## src/rtl/branch_pkg.sv

```systemverilog
// Shared branch definitions: opcode encodings (common with the decoder),
// opcode width and the sequential PC step.
package branch_pkg;

  localparam int OP_W    = 4;
  localparam int PC_STEP = 4;

  // Branch opcodes as produced by the decoder; unlisted codes are illegal
  typedef enum logic [OP_W-1:0] {
    OP_BEQ  = 4'h0,
    OP_BNE  = 4'h1,
    OP_BLT  = 4'h4,
    OP_BGE  = 4'h5,
    OP_BLTU = 4'h6,
    OP_BGEU = 4'h7,
    OP_JAL  = 4'h8,
    OP_JALR = 4'h9
  } branch_op_e;

  // True for the six compare-and-branch opcodes
  function automatic logic isCondBranch(input logic [OP_W-1:0] op);
    case (op)
      OP_BEQ, OP_BNE, OP_BLT, OP_BGE, OP_BLTU, OP_BGEU: isCondBranch = 1'b1;
      default:                                          isCondBranch = 1'b0;
    endcase
  endfunction

endpackage

```

## src/rtl/branch_issue_unit_if.sv

```systemverilog
// Dispatch, CDB and result-handshake bundle of the branch issue unit.
// The unit connects through the slave modport; the surrounding core
// (dispatch, CDB, arbiter) drives it through the master modport.
interface branch_issue_unit_if #(
  parameter int TAG_W = 4,
  parameter int XLEN  = 32
);
  import branch_pkg::*;

  logic             disp_valid;
  logic             disp_ready;
  logic [OP_W-1:0]  disp_op;
  logic [XLEN-1:0]  disp_vj;
  logic [XLEN-1:0]  disp_vk;
  logic             disp_qj_busy;
  logic             disp_qk_busy;
  logic [TAG_W-1:0] disp_qj;
  logic [TAG_W-1:0] disp_qk;
  logic [XLEN-1:0]  disp_imm;
  logic [XLEN-1:0]  disp_pc;
  logic             disp_pred_taken;
  logic [TAG_W-1:0] disp_dest;

  logic             cdb_valid;
  logic [TAG_W-1:0] cdb_tag;
  logic [XLEN-1:0]  cdb_data;

  logic             out_valid;
  logic             out_ready;
  logic [TAG_W-1:0] out_tag;
  logic             out_taken;
  logic [XLEN-1:0]  out_target;
  logic [XLEN-1:0]  out_link;
  logic             out_mispredict;

  modport slave (
    input  disp_valid, disp_op, disp_vj, disp_vk, disp_qj_busy, disp_qk_busy,
           disp_qj, disp_qk, disp_imm, disp_pc, disp_pred_taken, disp_dest,
    output disp_ready,
    input  cdb_valid, cdb_tag, cdb_data,
    output out_valid, out_tag, out_taken, out_target, out_link, out_mispredict,
    input  out_ready
  );

  modport master (
    output disp_valid, disp_op, disp_vj, disp_vk, disp_qj_busy, disp_qk_busy,
           disp_qj, disp_qk, disp_imm, disp_pc, disp_pred_taken, disp_dest,
    input  disp_ready,
    output cdb_valid, cdb_tag, cdb_data,
    input  out_valid, out_tag, out_taken, out_target, out_link, out_mispredict,
    output out_ready
  );

endinterface

```

## src/rtl/branch_alu.sv

```systemverilog
// Combinational branch resolver: direction, actual next PC, link value and
// mispredict flag for one branch. valid_o is low for illegal opcodes.
module branch_alu
  import branch_pkg::*;
#(
  parameter int XLEN = 32
) (
  input  logic [OP_W-1:0] op_i,
  input  logic [XLEN-1:0] vj_i,
  input  logic [XLEN-1:0] vk_i,
  input  logic [XLEN-1:0] imm_i,
  input  logic [XLEN-1:0] pc_i,
  input  logic            pred_i,
  output logic            valid_o,
  output logic            taken_o,
  output logic [XLEN-1:0] target_o,
  output logic [XLEN-1:0] link_o,
  output logic            mispredict_o
);

  logic [XLEN-1:0] seqPc;
  logic [XLEN-1:0] branchPc;
  logic [XLEN-1:0] jalrSum;

  assign seqPc    = pc_i + XLEN'(PC_STEP);
  assign branchPc = pc_i + imm_i;
  assign jalrSum  = vj_i + imm_i;

  // Decode the opcode and produce the resolved path; JALR always counts as
  // mispredicted because fetch never predicts an indirect target
  always_comb begin
    valid_o      = 1'b1;
    taken_o      = 1'b0;
    target_o     = seqPc;
    link_o       = '0;
    mispredict_o = 1'b0;
    case (op_i)
      OP_BEQ:  taken_o = (vj_i == vk_i);
      OP_BNE:  taken_o = (vj_i != vk_i);
      OP_BLT:  taken_o = ($signed(vj_i) <  $signed(vk_i));
      OP_BGE:  taken_o = ($signed(vj_i) >= $signed(vk_i));
      OP_BLTU: taken_o = (vj_i <  vk_i);
      OP_BGEU: taken_o = (vj_i >= vk_i);
      OP_JAL: begin
        taken_o  = 1'b1;
        target_o = branchPc;
        link_o   = seqPc;
      end
      OP_JALR: begin
        taken_o  = 1'b1;
        target_o = jalrSum & {{(XLEN-1){1'b1}}, 1'b0};
        link_o   = seqPc;
      end
      default: valid_o = 1'b0;
    endcase
    if (isCondBranch(op_i)) begin
      if (taken_o) begin
        target_o = branchPc;
      end
      mispredict_o = taken_o ^ pred_i;
    end else if (op_i == OP_JAL) begin
      mispredict_o = ~pred_i;
    end else if (op_i == OP_JALR) begin
      mispredict_o = 1'b1;
    end
  end

endmodule

```

## src/rtl/branch_issue_unit.sv

```systemverilog
// Branch reservation station with CDB wakeup, lowest-index-ready issue and a
// registered result stage handshaking with the CDB arbiter.
module branch_issue_unit
  import branch_pkg::*;
#(
  parameter int RS_DEPTH = 4,
  parameter int TAG_W    = 4,
  parameter int XLEN     = 32
) (
  input logic           clk,
  input logic           rst_n,
  input logic           rdy,
  input logic           flush,
  branch_issue_unit_if.slave bus
);

  localparam int IDX_W = (RS_DEPTH > 1) ? $clog2(RS_DEPTH) : 1;

  logic [RS_DEPTH-1:0] busy_q;
  logic [RS_DEPTH-1:0] qjBusy_q;
  logic [RS_DEPTH-1:0] qkBusy_q;
  logic [RS_DEPTH-1:0] pred_q;
  logic [OP_W-1:0]     op_q   [RS_DEPTH];
  logic [XLEN-1:0]     vj_q   [RS_DEPTH];
  logic [XLEN-1:0]     vk_q   [RS_DEPTH];
  logic [XLEN-1:0]     imm_q  [RS_DEPTH];
  logic [XLEN-1:0]     pc_q   [RS_DEPTH];
  logic [TAG_W-1:0]    qj_q   [RS_DEPTH];
  logic [TAG_W-1:0]    qk_q   [RS_DEPTH];
  logic [TAG_W-1:0]    dest_q [RS_DEPTH];

  logic             outValid_q;
  logic [TAG_W-1:0] outTag_q;
  logic             outTaken_q;
  logic [XLEN-1:0]  outTarget_q;
  logic [XLEN-1:0]  outLink_q;
  logic             outMisp_q;

  logic [RS_DEPTH-1:0] readyVec;
  logic                anyFree;
  logic                anyReady;
  logic [IDX_W-1:0]    allocIdx;
  logic [IDX_W-1:0]    issueIdx;
  logic                dispFire;
  logic                issueFire;

  logic            dispQjBusy_d;
  logic            dispQkBusy_d;
  logic [XLEN-1:0] dispVj_d;
  logic [XLEN-1:0] dispVk_d;

  logic            aluValid;
  logic            aluTaken;
  logic [XLEN-1:0] aluTarget;
  logic [XLEN-1:0] aluLink;
  logic            aluMisp;

  assign readyVec = busy_q & ~qjBusy_q & ~qkBusy_q;

  // Priority-encode the lowest free slot for dispatch and the lowest ready
  // slot for issue; scanning downwards lets the lowest index win
  always_comb begin
    anyFree  = 1'b0;
    anyReady = 1'b0;
    allocIdx = '0;
    issueIdx = '0;
    for (int i = RS_DEPTH - 1; i >= 0; i--) begin
      if (!busy_q[i]) begin
        anyFree  = 1'b1;
        allocIdx = IDX_W'(i);
      end
      if (readyVec[i]) begin
        anyReady = 1'b1;
        issueIdx = IDX_W'(i);
      end
    end
  end

  assign bus.disp_ready = rdy & anyFree;
  assign dispFire       = bus.disp_valid & bus.disp_ready;
  assign issueFire      = rdy & anyReady & (~outValid_q | bus.out_ready);

  // Dispatch bypass: an operand whose producer is on the CDB right now is
  // written as already available
  always_comb begin
    dispQjBusy_d = bus.disp_qj_busy;
    dispQkBusy_d = bus.disp_qk_busy;
    dispVj_d     = bus.disp_vj;
    dispVk_d     = bus.disp_vk;
    if (bus.disp_qj_busy && bus.cdb_valid && (bus.cdb_tag == bus.disp_qj)) begin
      dispQjBusy_d = 1'b0;
      dispVj_d     = bus.cdb_data;
    end
    if (bus.disp_qk_busy && bus.cdb_valid && (bus.cdb_tag == bus.disp_qk)) begin
      dispQkBusy_d = 1'b0;
      dispVk_d     = bus.cdb_data;
    end
  end

  branch_alu #(
    .XLEN (XLEN)
  ) u_alu (
    .op_i         (op_q[issueIdx]),
    .vj_i         (vj_q[issueIdx]),
    .vk_i         (vk_q[issueIdx]),
    .imm_i        (imm_q[issueIdx]),
    .pc_i         (pc_q[issueIdx]),
    .pred_i       (pred_q[issueIdx]),
    .valid_o      (aluValid),
    .taken_o      (aluTaken),
    .target_o     (aluTarget),
    .link_o       (aluLink),
    .mispredict_o (aluMisp)
  );

  // Station entries: flush empties everything, otherwise wakeup, issue-free
  // and allocation; allocation only targets slots already free this cycle
  always_ff @(posedge clk or negedge rst_n) begin
    if (!rst_n) begin
      busy_q   <= '0;
      qjBusy_q <= '0;
      qkBusy_q <= '0;
      pred_q   <= '0;
      for (int i = 0; i < RS_DEPTH; i++) begin
        op_q[i]   <= '0;
        vj_q[i]   <= '0;
        vk_q[i]   <= '0;
        imm_q[i]  <= '0;
        pc_q[i]   <= '0;
        qj_q[i]   <= '0;
        qk_q[i]   <= '0;
        dest_q[i] <= '0;
      end
    end else if (flush) begin
      busy_q <= '0;
    end else if (rdy) begin
      for (int i = 0; i < RS_DEPTH; i++) begin
        if (busy_q[i] && qjBusy_q[i] && bus.cdb_valid && (qj_q[i] == bus.cdb_tag)) begin
          vj_q[i]     <= bus.cdb_data;
          qjBusy_q[i] <= 1'b0;
        end
        if (busy_q[i] && qkBusy_q[i] && bus.cdb_valid && (qk_q[i] == bus.cdb_tag)) begin
          vk_q[i]     <= bus.cdb_data;
          qkBusy_q[i] <= 1'b0;
        end
      end
      if (issueFire) begin
        busy_q[issueIdx] <= 1'b0;
      end
      if (dispFire) begin
        busy_q[allocIdx]   <= 1'b1;
        op_q[allocIdx]     <= bus.disp_op;
        vj_q[allocIdx]     <= dispVj_d;
        vk_q[allocIdx]     <= dispVk_d;
        qjBusy_q[allocIdx] <= dispQjBusy_d;
        qkBusy_q[allocIdx] <= dispQkBusy_d;
        qj_q[allocIdx]     <= bus.disp_qj;
        qk_q[allocIdx]     <= bus.disp_qk;
        imm_q[allocIdx]    <= bus.disp_imm;
        pc_q[allocIdx]     <= bus.disp_pc;
        pred_q[allocIdx]   <= bus.disp_pred_taken;
        dest_q[allocIdx]   <= bus.disp_dest;
      end
    end
  end

  // Result register: loads on a legal issue, drops a consumed result when
  // nothing replaces it; an illegal opcode issues without producing output
  always_ff @(posedge clk or negedge rst_n) begin
    if (!rst_n) begin
      outValid_q  <= 1'b0;
      outTag_q    <= '0;
      outTaken_q  <= 1'b0;
      outTarget_q <= '0;
      outLink_q   <= '0;
      outMisp_q   <= 1'b0;
    end else if (flush) begin
      outValid_q <= 1'b0;
    end else if (rdy) begin
      if (issueFire && aluValid) begin
        outValid_q  <= 1'b1;
        outTag_q    <= dest_q[issueIdx];
        outTaken_q  <= aluTaken;
        outTarget_q <= aluTarget;
        outLink_q   <= aluLink;
        outMisp_q   <= aluMisp;
      end else if (bus.out_ready) begin
        outValid_q <= 1'b0;
      end
    end
  end

  assign bus.out_valid      = outValid_q;
  assign bus.out_tag        = outTag_q;
  assign bus.out_taken      = outTaken_q;
  assign bus.out_target     = outTarget_q;
  assign bus.out_link       = outLink_q;
  assign bus.out_mispredict = outMisp_q;

endmodule
```

## src/flat_wrapper.sv

```systemverilog
// flat-port wrapper written by rule: the top's interface ports become plain ports
module branch_issue_unit_flat import branch_pkg::*;
#(
  parameter int RS_DEPTH = 4,
  parameter int TAG_W    = 4,
  parameter int XLEN     = 32
)
  (clk, rst_n, rdy, flush, bus_disp_valid, bus_disp_op, bus_disp_vj, bus_disp_vk, bus_disp_qj_busy, bus_disp_qk_busy, bus_disp_qj, bus_disp_qk, bus_disp_imm, bus_disp_pc, bus_disp_pred_taken, bus_disp_dest, bus_disp_ready, bus_cdb_valid, bus_cdb_tag, bus_cdb_data, bus_out_valid, bus_out_tag, bus_out_taken, bus_out_target, bus_out_link, bus_out_mispredict, bus_out_ready);
  branch_issue_unit_if #(.TAG_W(TAG_W), .XLEN(XLEN)) bus_i ();
  input logic clk;
  input logic rst_n;
  input logic rdy;
  input logic flush;
  input wire logic [$bits(bus_i.disp_valid)-1:0] bus_disp_valid;
  input wire logic [$bits(bus_i.disp_op)-1:0] bus_disp_op;
  input wire logic [$bits(bus_i.disp_vj)-1:0] bus_disp_vj;
  input wire logic [$bits(bus_i.disp_vk)-1:0] bus_disp_vk;
  input wire logic [$bits(bus_i.disp_qj_busy)-1:0] bus_disp_qj_busy;
  input wire logic [$bits(bus_i.disp_qk_busy)-1:0] bus_disp_qk_busy;
  input wire logic [$bits(bus_i.disp_qj)-1:0] bus_disp_qj;
  input wire logic [$bits(bus_i.disp_qk)-1:0] bus_disp_qk;
  input wire logic [$bits(bus_i.disp_imm)-1:0] bus_disp_imm;
  input wire logic [$bits(bus_i.disp_pc)-1:0] bus_disp_pc;
  input wire logic [$bits(bus_i.disp_pred_taken)-1:0] bus_disp_pred_taken;
  input wire logic [$bits(bus_i.disp_dest)-1:0] bus_disp_dest;
  output wire logic [$bits(bus_i.disp_ready)-1:0] bus_disp_ready;
  input wire logic [$bits(bus_i.cdb_valid)-1:0] bus_cdb_valid;
  input wire logic [$bits(bus_i.cdb_tag)-1:0] bus_cdb_tag;
  input wire logic [$bits(bus_i.cdb_data)-1:0] bus_cdb_data;
  output wire logic [$bits(bus_i.out_valid)-1:0] bus_out_valid;
  output wire logic [$bits(bus_i.out_tag)-1:0] bus_out_tag;
  output wire logic [$bits(bus_i.out_taken)-1:0] bus_out_taken;
  output wire logic [$bits(bus_i.out_target)-1:0] bus_out_target;
  output wire logic [$bits(bus_i.out_link)-1:0] bus_out_link;
  output wire logic [$bits(bus_i.out_mispredict)-1:0] bus_out_mispredict;
  input wire logic [$bits(bus_i.out_ready)-1:0] bus_out_ready;
  assign bus_i.disp_valid = bus_disp_valid;
  assign bus_i.disp_op = bus_disp_op;
  assign bus_i.disp_vj = bus_disp_vj;
  assign bus_i.disp_vk = bus_disp_vk;
  assign bus_i.disp_qj_busy = bus_disp_qj_busy;
  assign bus_i.disp_qk_busy = bus_disp_qk_busy;
  assign bus_i.disp_qj = bus_disp_qj;
  assign bus_i.disp_qk = bus_disp_qk;
  assign bus_i.disp_imm = bus_disp_imm;
  assign bus_i.disp_pc = bus_disp_pc;
  assign bus_i.disp_pred_taken = bus_disp_pred_taken;
  assign bus_i.disp_dest = bus_disp_dest;
  assign bus_disp_ready = bus_i.disp_ready;
  assign bus_i.cdb_valid = bus_cdb_valid;
  assign bus_i.cdb_tag = bus_cdb_tag;
  assign bus_i.cdb_data = bus_cdb_data;
  assign bus_out_valid = bus_i.out_valid;
  assign bus_out_tag = bus_i.out_tag;
  assign bus_out_taken = bus_i.out_taken;
  assign bus_out_target = bus_i.out_target;
  assign bus_out_link = bus_i.out_link;
  assign bus_out_mispredict = bus_i.out_mispredict;
  assign bus_i.out_ready = bus_out_ready;
  branch_issue_unit #(.RS_DEPTH(RS_DEPTH), .TAG_W(TAG_W), .XLEN(XLEN)) u_core (.clk(clk), .rst_n(rst_n), .rdy(rdy), .flush(flush), .bus(bus_i));
endmodule
```

## config.mk

```make
export PLATFORM = sky130hd
export DESIGN_NAME = branch_issue_unit_flat
export DESIGN_NICKNAME = d
export VERILOG_FILES = /design/src/rtl/branch_pkg.sv /design/src/rtl/branch_issue_unit_if.sv /design/src/rtl/branch_alu.sv /design/src/rtl/branch_issue_unit.sv /design/src/flat_wrapper.sv
export SDC_FILE = /design/constraint.sdc
export NUM_CORES = 2
export LEC_CHECK = 0
export ABC_AREA = 0
export BUFFER_PORTS_ARGS = -buffer_cell sky130_fd_sc_hd__buf_2
export CAP_MARGIN = 20
export CELL_PAD_IN_SITES_DETAIL_PLACEMENT = 0
export CELL_PAD_IN_SITES_GLOBAL_PLACEMENT = 1
export CORE_UTILIZATION = 46
export CTS_BUF_LIST = sky130_fd_sc_hd__clkbuf_16
export DETAILED_ROUTE_END_ITERATION = 8
export MAX_ROUTING_LAYER = met4
export PLACE_DENSITY_LB_ADDON = 0.3
export SLEW_MARGIN = 20
export SYNTH_ARGS = -nofsm -noshare
export SYNTH_HDL_FRONTEND = slang
export SYNTH_SLANG_ARGS = --single-unit
```

## constraint.sdc

```tcl
create_clock -name clk -period 6 [get_ports clk]
set_input_delay 0.6 -clock clk [delete_from_list [all_inputs] [get_ports clk]]
set_output_delay 0.6 -clock clk [all_outputs]
set_load 0.05 [all_outputs]
```

== After elaboration in Yosys (flattened, before gate mapping) ==
Index checks and enable logic that the tools add are counted.

* Output and inout bits: 72
* Word-level logic and storage cells: 266
* Register bits after elaboration: 663
* Bits of input ports: 190

* Equal/unequal tests: 19
* Bitwise logic cells: 18
* Mux-type cells: 131
* Add/sub/neg operators: 3
* Magnitude comparators: 11
* Reductions and logical operators: 42

{| class="wikitable"
|+ Operator list
! operator !! number
|-
| $mux 32 || 38
|-
| $bwmux 128 || 4
|-
| $bmux 32 s2 || 4
|-
| $mux 128 || 2
|-
| $add 32x32->32 || 2
|-
| $bwmux 16 || 4
|-
| $demux 32 s2 || 1
|-
| $ge 32x32->1 || 2
|-
| $lt 32x32->1 || 2
|-
| $pmux 32 s2 || 1
|-
| $mux 4 || 13
|-
| $mux 1 || 46
|-
| $eq 4x4->1 || 10
|-
| $add 32x3->32 const B || 1
|-
| $eq 32x32->1 || 1
|-
| $logic_and 1x1->1 || 32
|-
| $ne 32x32->1 || 1
|-
| $bmux 4 s2 || 2
|-
| $eq 4x3->1 const B || 4
|-
| $mux 2 || 8
|-
| $and 4x4->4 || 3
|-
| $bwmux 4 || 3
|-
| $not 4->4 || 3
|-
| $demux 4 s2 || 1
|-
| other kinds (23) || 36
|}

== Longest topological paths before layout ==
* Depth in word-level cells: 20
* Depth in mapped cells: 23
* Mapped depth without buffers: 18

== Hierarchy ==
A second synthesis with hierarchy kept.

* Cells, all modules: 4122
* Area, all modules: 36650.2 µm²

{| class="wikitable"
|+ Modules (own cells, without submodules)
! module !! area an instance (µm²) !! cells an instance !! instances !! seq. area each (µm²)
|-
| branch_issue_unit || 31295.0 || 3324 || 1 || 16590.9
|-
| branch_alu || 5355.1 || 798 || 1 || 0.0
|}

== Least setup slack after synthesis ==
No wires, ideal clock.

* Path type: reg2reg
* Start: reg u_core.qkBusy_q[1]
* End: reg u_core.outTarget_q[27] (netlist: u_core.bus.out_target[27])
* Stages on the path, launching flop included: 21
* Buffers on the path: 6
* Setup slack: 1020 ps
* Arrival time: 4854 ps
* Data required time: 5874 ps
* Setup time: 126 ps
* Period minus slack after synthesis: 4980 ps
* Cells stage by stage: dfrtp_1 > or3b_4 > clkbuf_8 > buf_2 > buf_2 > buf_2 > nor2_1 > clkbuf_1 > a222oi_1 > a21boi_0 > ha_1 > a21oi_1 > nand2_1 > a21o_1 > o41a_1 > o2111ai_1 > a311oi_1 > a211oi_1 > clkbuf_1 > nor3_1 > a221o_1

* Longest elaborated chain between the ends: 13
* Elaborated cells between the ends (all ways): 52
* Those cells by class: add/sub (3); order compare (4); eq/ne (9); mux (25); bitwise (5); reduce/logical (6)

{| class="wikitable"
|+ RTL lines
! element !! line !! text
|-
| from (decl) || branch_issue_unit.sv:21 || <nowiki>logic [RS_DEPTH-1:0] qkBusy_q;</nowiki>
|-
| from (signal, indexed assignment) || branch_issue_unit.sv:156 || <nowiki>qkBusy_q[allocIdx] <= dispQkBusy_d;</nowiki>
|-
| $not 4->4 (*) || branch_issue_unit.sv:58 || <nowiki>assign readyVec = busy_q & ~qjBusy_q & ~qkBusy_q;</nowiki>
|-
| $and 4x4->4 (*) || branch_issue_unit.sv:58 ||
|-
| branches (longest 11 deep; another with $ge 32x32->1) || -- ||
|-
| to (signal assigned) || branch_issue_unit.sv:184 || <nowiki>outTarget_q <= aluTarget;</nowiki>
|-
| to (decl) || branch_issue_unit.sv:35 || <nowiki>logic [XLEN-1:0] outTarget_q;</nowiki>
|}

Every way passes the cells marked *. The select of a mux whose other input is x is not followed.
A chain may end at the register's enable or synchronous reset.

== Final worst setup path ==
* Start: reg u_core.busy_q[1]
* End: reg u_core.outTarget_q[26] (netlist: u_core.bus.out_target[26])

* Longest elaborated chain between the ends: 13
* Elaborated cells between the ends (all ways): 52
* Those cells by class: add/sub (3); order compare (4); eq/ne (9); mux (25); bitwise (5); reduce/logical (6)

{| class="wikitable"
|+ RTL lines
! element !! line !! text
|-
| from (decl) || branch_issue_unit.sv:19 || <nowiki>logic [RS_DEPTH-1:0] busy_q;</nowiki>
|-
| from (signal assigned) || branch_issue_unit.sv:120 || <nowiki>busy_q <= '0;</nowiki>
|-
| from (signal assigned) || branch_issue_unit.sv:135 || <nowiki>busy_q <= '0;</nowiki>
|-
| from (signal, indexed assignment) || branch_issue_unit.sv:148 || <nowiki>busy_q[issueIdx] <= 1'b0;</nowiki>
|-
| $and 4x4->4 (*) (2 in series) || branch_issue_unit.sv:58 ||
|-
| branches (longest 11 deep; another with $ge 32x32->1) || -- ||
|}

Marks and branches as above.

==> metrics.csv <==
metric,value,unit
outcome,"complete, but fails checks",
violated checks,design-rule violations,
cell area after synthesis,35100,um^2
top-area cell type share of the netlist area,47.2,%
crit path launch type,flop,
via/cell ratio,6.23,
Layout Area Growth over Synthesis,14.0,%
postcts setup bufs,0,
max-slew violations,0,
Synth top cells by count,"1264 x nand2_1, 663 x dfrtp_1, 359 x nor2_1",
worst vdd ir,185,uV
Final Wtd Congestion,0.979,
fraction of layout cells with a size suffix above 1,13.7,%
post-CTS sizing,0,
grt ovf,0,
largest net degree at the start of global routing,150,
fmax,171,MHz
required time of the worst setup path,6.51,ns
WP data arrival,6.35,ns
average wire per standard cell,25.8,um
Initial Util,46.8,%
Worst slew margin,20.5,%
number of I/O port buffers,261,
Tmin final,5.84,ns
later-pin clock latency in the skew report,0.63,ns
Vias,33087,
Ys Warns,0,
final layout net count,4576,
Remaining DRCs,22,
FF-to-FF path depth,16,
Worst Hold Class,input port to async pin,
number of global-route vias before repair,31962,
CTS root buf,clkbuf_16,
"flops & latches, synth",663,
final worst-path cycle share,97.3,%
Die Width,278,um
Total GRT Usage,36.0,%
cts bufs inserted,76,
"CTS clk-pin slew, worst paths",0.07,ns
CTS Buffer Depth,3,
Detailed Routing Iterations Pass 1,9,
Synth Flop Type,dfrtp_1,
"Seq/Total Area, Yosys",47.2,%
# rows,100,
Power Dens Cells,357,nW/um^2
Post-Route Skew,0.0197,ns
"count leader, synth",nand2_1,
core box area,75100,um^2
async set-or-reset flop fraction in the synthesized netlist,100,%
Worst Max-Slew Pin Slew,1.18,ns
Detailed Place HPWL,90900,um
die area,77500,um^2
TNS Setup,0,ns
largest cells by area after synthesis,"dfrtp_1 47%, nand2_1 13%, nor2_1 3.8%",
initial antenna violation count,5,
WL final,137000,um
"Distinct cells, synth",96,
Worst Setup EP,u_core.bus.out_target[26],
RSZ-0062 raised after global routing,true,
CTS tree,yes,
# clock sinks,663,
Worst Path Max Fanout,30,
hold buffer count at CTS,0,
Crit Reg-Reg Startpoint,u_core.busy_q[1],
cell taking the most area after synthesis,dfrtp_1,
Ports,262,
CP endpoint kind,flop,
critical path type,flop to flop,
H-tree depth,3,
Final ANT Viol Nets,0,
Post-synth EDFFs,0,
syn nets,4401,
"Avg Cell Area, Syn",8.54,um^2
Worst Setup SP,u_core.busy_q[1],
Leak,20.5,nW
MaxCap Viol Count,0,
first-pass GRT wire length,205000,um
final setup fails,0,
worst r2r dst,u_core.bus.out_target[26],
First DRT Iteration DRCs,5120,
r2r setup slk,0.16,ns
post-synthesis cell count,4115,
die height,278,um
PnR Total Power,14.3,mW
Final Hold Fails,0,
how the worst min path moves through the flow:
| stage | depth (start not counted) | slack (ns) | end | startpoint |
|---|---|---|---|---|
| 2_1_floorplan | 0 | 0.30 | u_core.bus.out_link[0] | rst_n |
| 3_3_place_gp | 2 | 0.45 | u_core.bus.out_link[3] | u_core.bus.out_link[3] |
| 3_5_place_dp | 2 | 0.46 | u_core.pc_q[40] | u_core.pc_q[40] |
| 4_1_cts | 1 | 0.04 | u_core.imm_q[55] | rst_n |
| 5_1_grt | 1 | 0.08 | u_core.imm_q[86] | rst_n |
| 6_report | 1 | 0.03 | u_core.imm_q[86] | rst_n |
state kept, by name, summed over array words and instances (netlist names), 4 cells and up:
| name | cells |
|---|---|
| u_core.bus.out_link | 32 |
| u_core.pc_q | 128 |
| u_core.dest_q | 16 |
| u_core.imm_q | 128 |
| u_core.bus.out_tag | 4 |
| u_core.vk_q | 128 |
| u_core.qkBusy_q | 4 |
| u_core.op_q | 16 |
| u_core.bus.out_target | 32 |
| u_core.vj_q | 128 |
| u_core.qjBusy_q | 4 |
| u_core.busy_q | 4 |
| u_core.pred_q | 4 |
| u_core.qj_q | 16 |
| u_core.qk_q | 16 |
critical path, cell delays in order, from the launching register on:
cell and delay [ns]:
dfrtp_1 0.60, or3b_4 0.51, nor2_4 0.45, buf_12 0.30
a222oi_1 0.13, a21boi_0 0.16, ha_1 0.33, nand4_1 0.13
a2111oi_0 0.77, o41ai_1 0.21, a41oi_1 0.27, nand3_1 0.21
a211oi_2 0.78, buf_4 0.27, nor2_1 0.06, buf_4 0.20
a221o_1 0.29
layer usage:
| layer | vias up | GRT usage [%] | share of wire (%) |
|---|---|---|---|
| li1 | 14734 | - | - |
| met1 | 16115 | 47.3 | 41 |
| met2 | 1883 | 54.0 | 45 |
| met3 | 355 | 7.05 | 9.5 |
| met4 | 0 | 15.9 | 4.9 |
| met5 | - | - | 0 |
area by class of cell:
cell class                 count  area, um^2
fill                        7169       35000
multi-input combinational   3056       17200
sequential                   663       16600
timing repair buffer         394        2460
clock buffer                  78        1950
tap                          969        1210
inverter                      99         372
clock inverter                46         322
antenna                        4        10.0
placed cells by master (no fill, tap or decap), types with 13 or more instances in the layout:
master,n
clkinv_2,15
o21a_1,21
xor2_1,61
buf_2,260
nor4_1,16
inv_1,115
nand3_1,36
o21ai_0,100
xnor2_1,51
nor2_1,349
a21o_1,45
o22ai_1,181
nor3_1,69
nand4_1,25
a31oi_1,18
a222oi_1,119
or4b_2,13
dfrtp_1,663
buf_4,122
a221oi_1,13
a21oi_1,166
ha_1,94
o31ai_1,21
a21boi_0,32
and2_1,16
a22oi_1,72
nand2_1,1256
clkbuf_16,78
cell families after synthesis:
group | share of synthesized area (%)
AO/OA/AOI/OAI | 19.1
AND/OR/NAND/NOR | 22.6
XOR/XNOR | 2.84
flip-flops | 47.2
adder cells (fa/ha/maj) | 3.46
buffers and inverters | 4.54
multiplexers | 0.199
metrics by stage:
stage          cells  util [%]  worst slack, ns  instance area (um^2)  hold WS, ns
6_report        5309      53.4            0.161                 40100       0.0258
5_1_grt         5309      53.4          -0.0615                 40100       0.0790
4_1_cts         5304      53.3            0.344                 40000       0.0424
3_5_place_dp    5180      50.3            0.361                 37800        0.455
3_3_place_gp    5180      50.3            0.434                 37800        0.452
2_1_floorplan   4115         -             1.02                 35100        0.304
power by group:
group | internal, mW | total, mW | switching, mW
Clock | 2.51 | 4.42 | 1.91
Sequential | 5.09 | 5.59 | 0.502
Combinational | 1.49 | 4.30 | 2.81
Total | 9.09 | 14.3 | 5.22
Power figures use the tool's default switching activity.
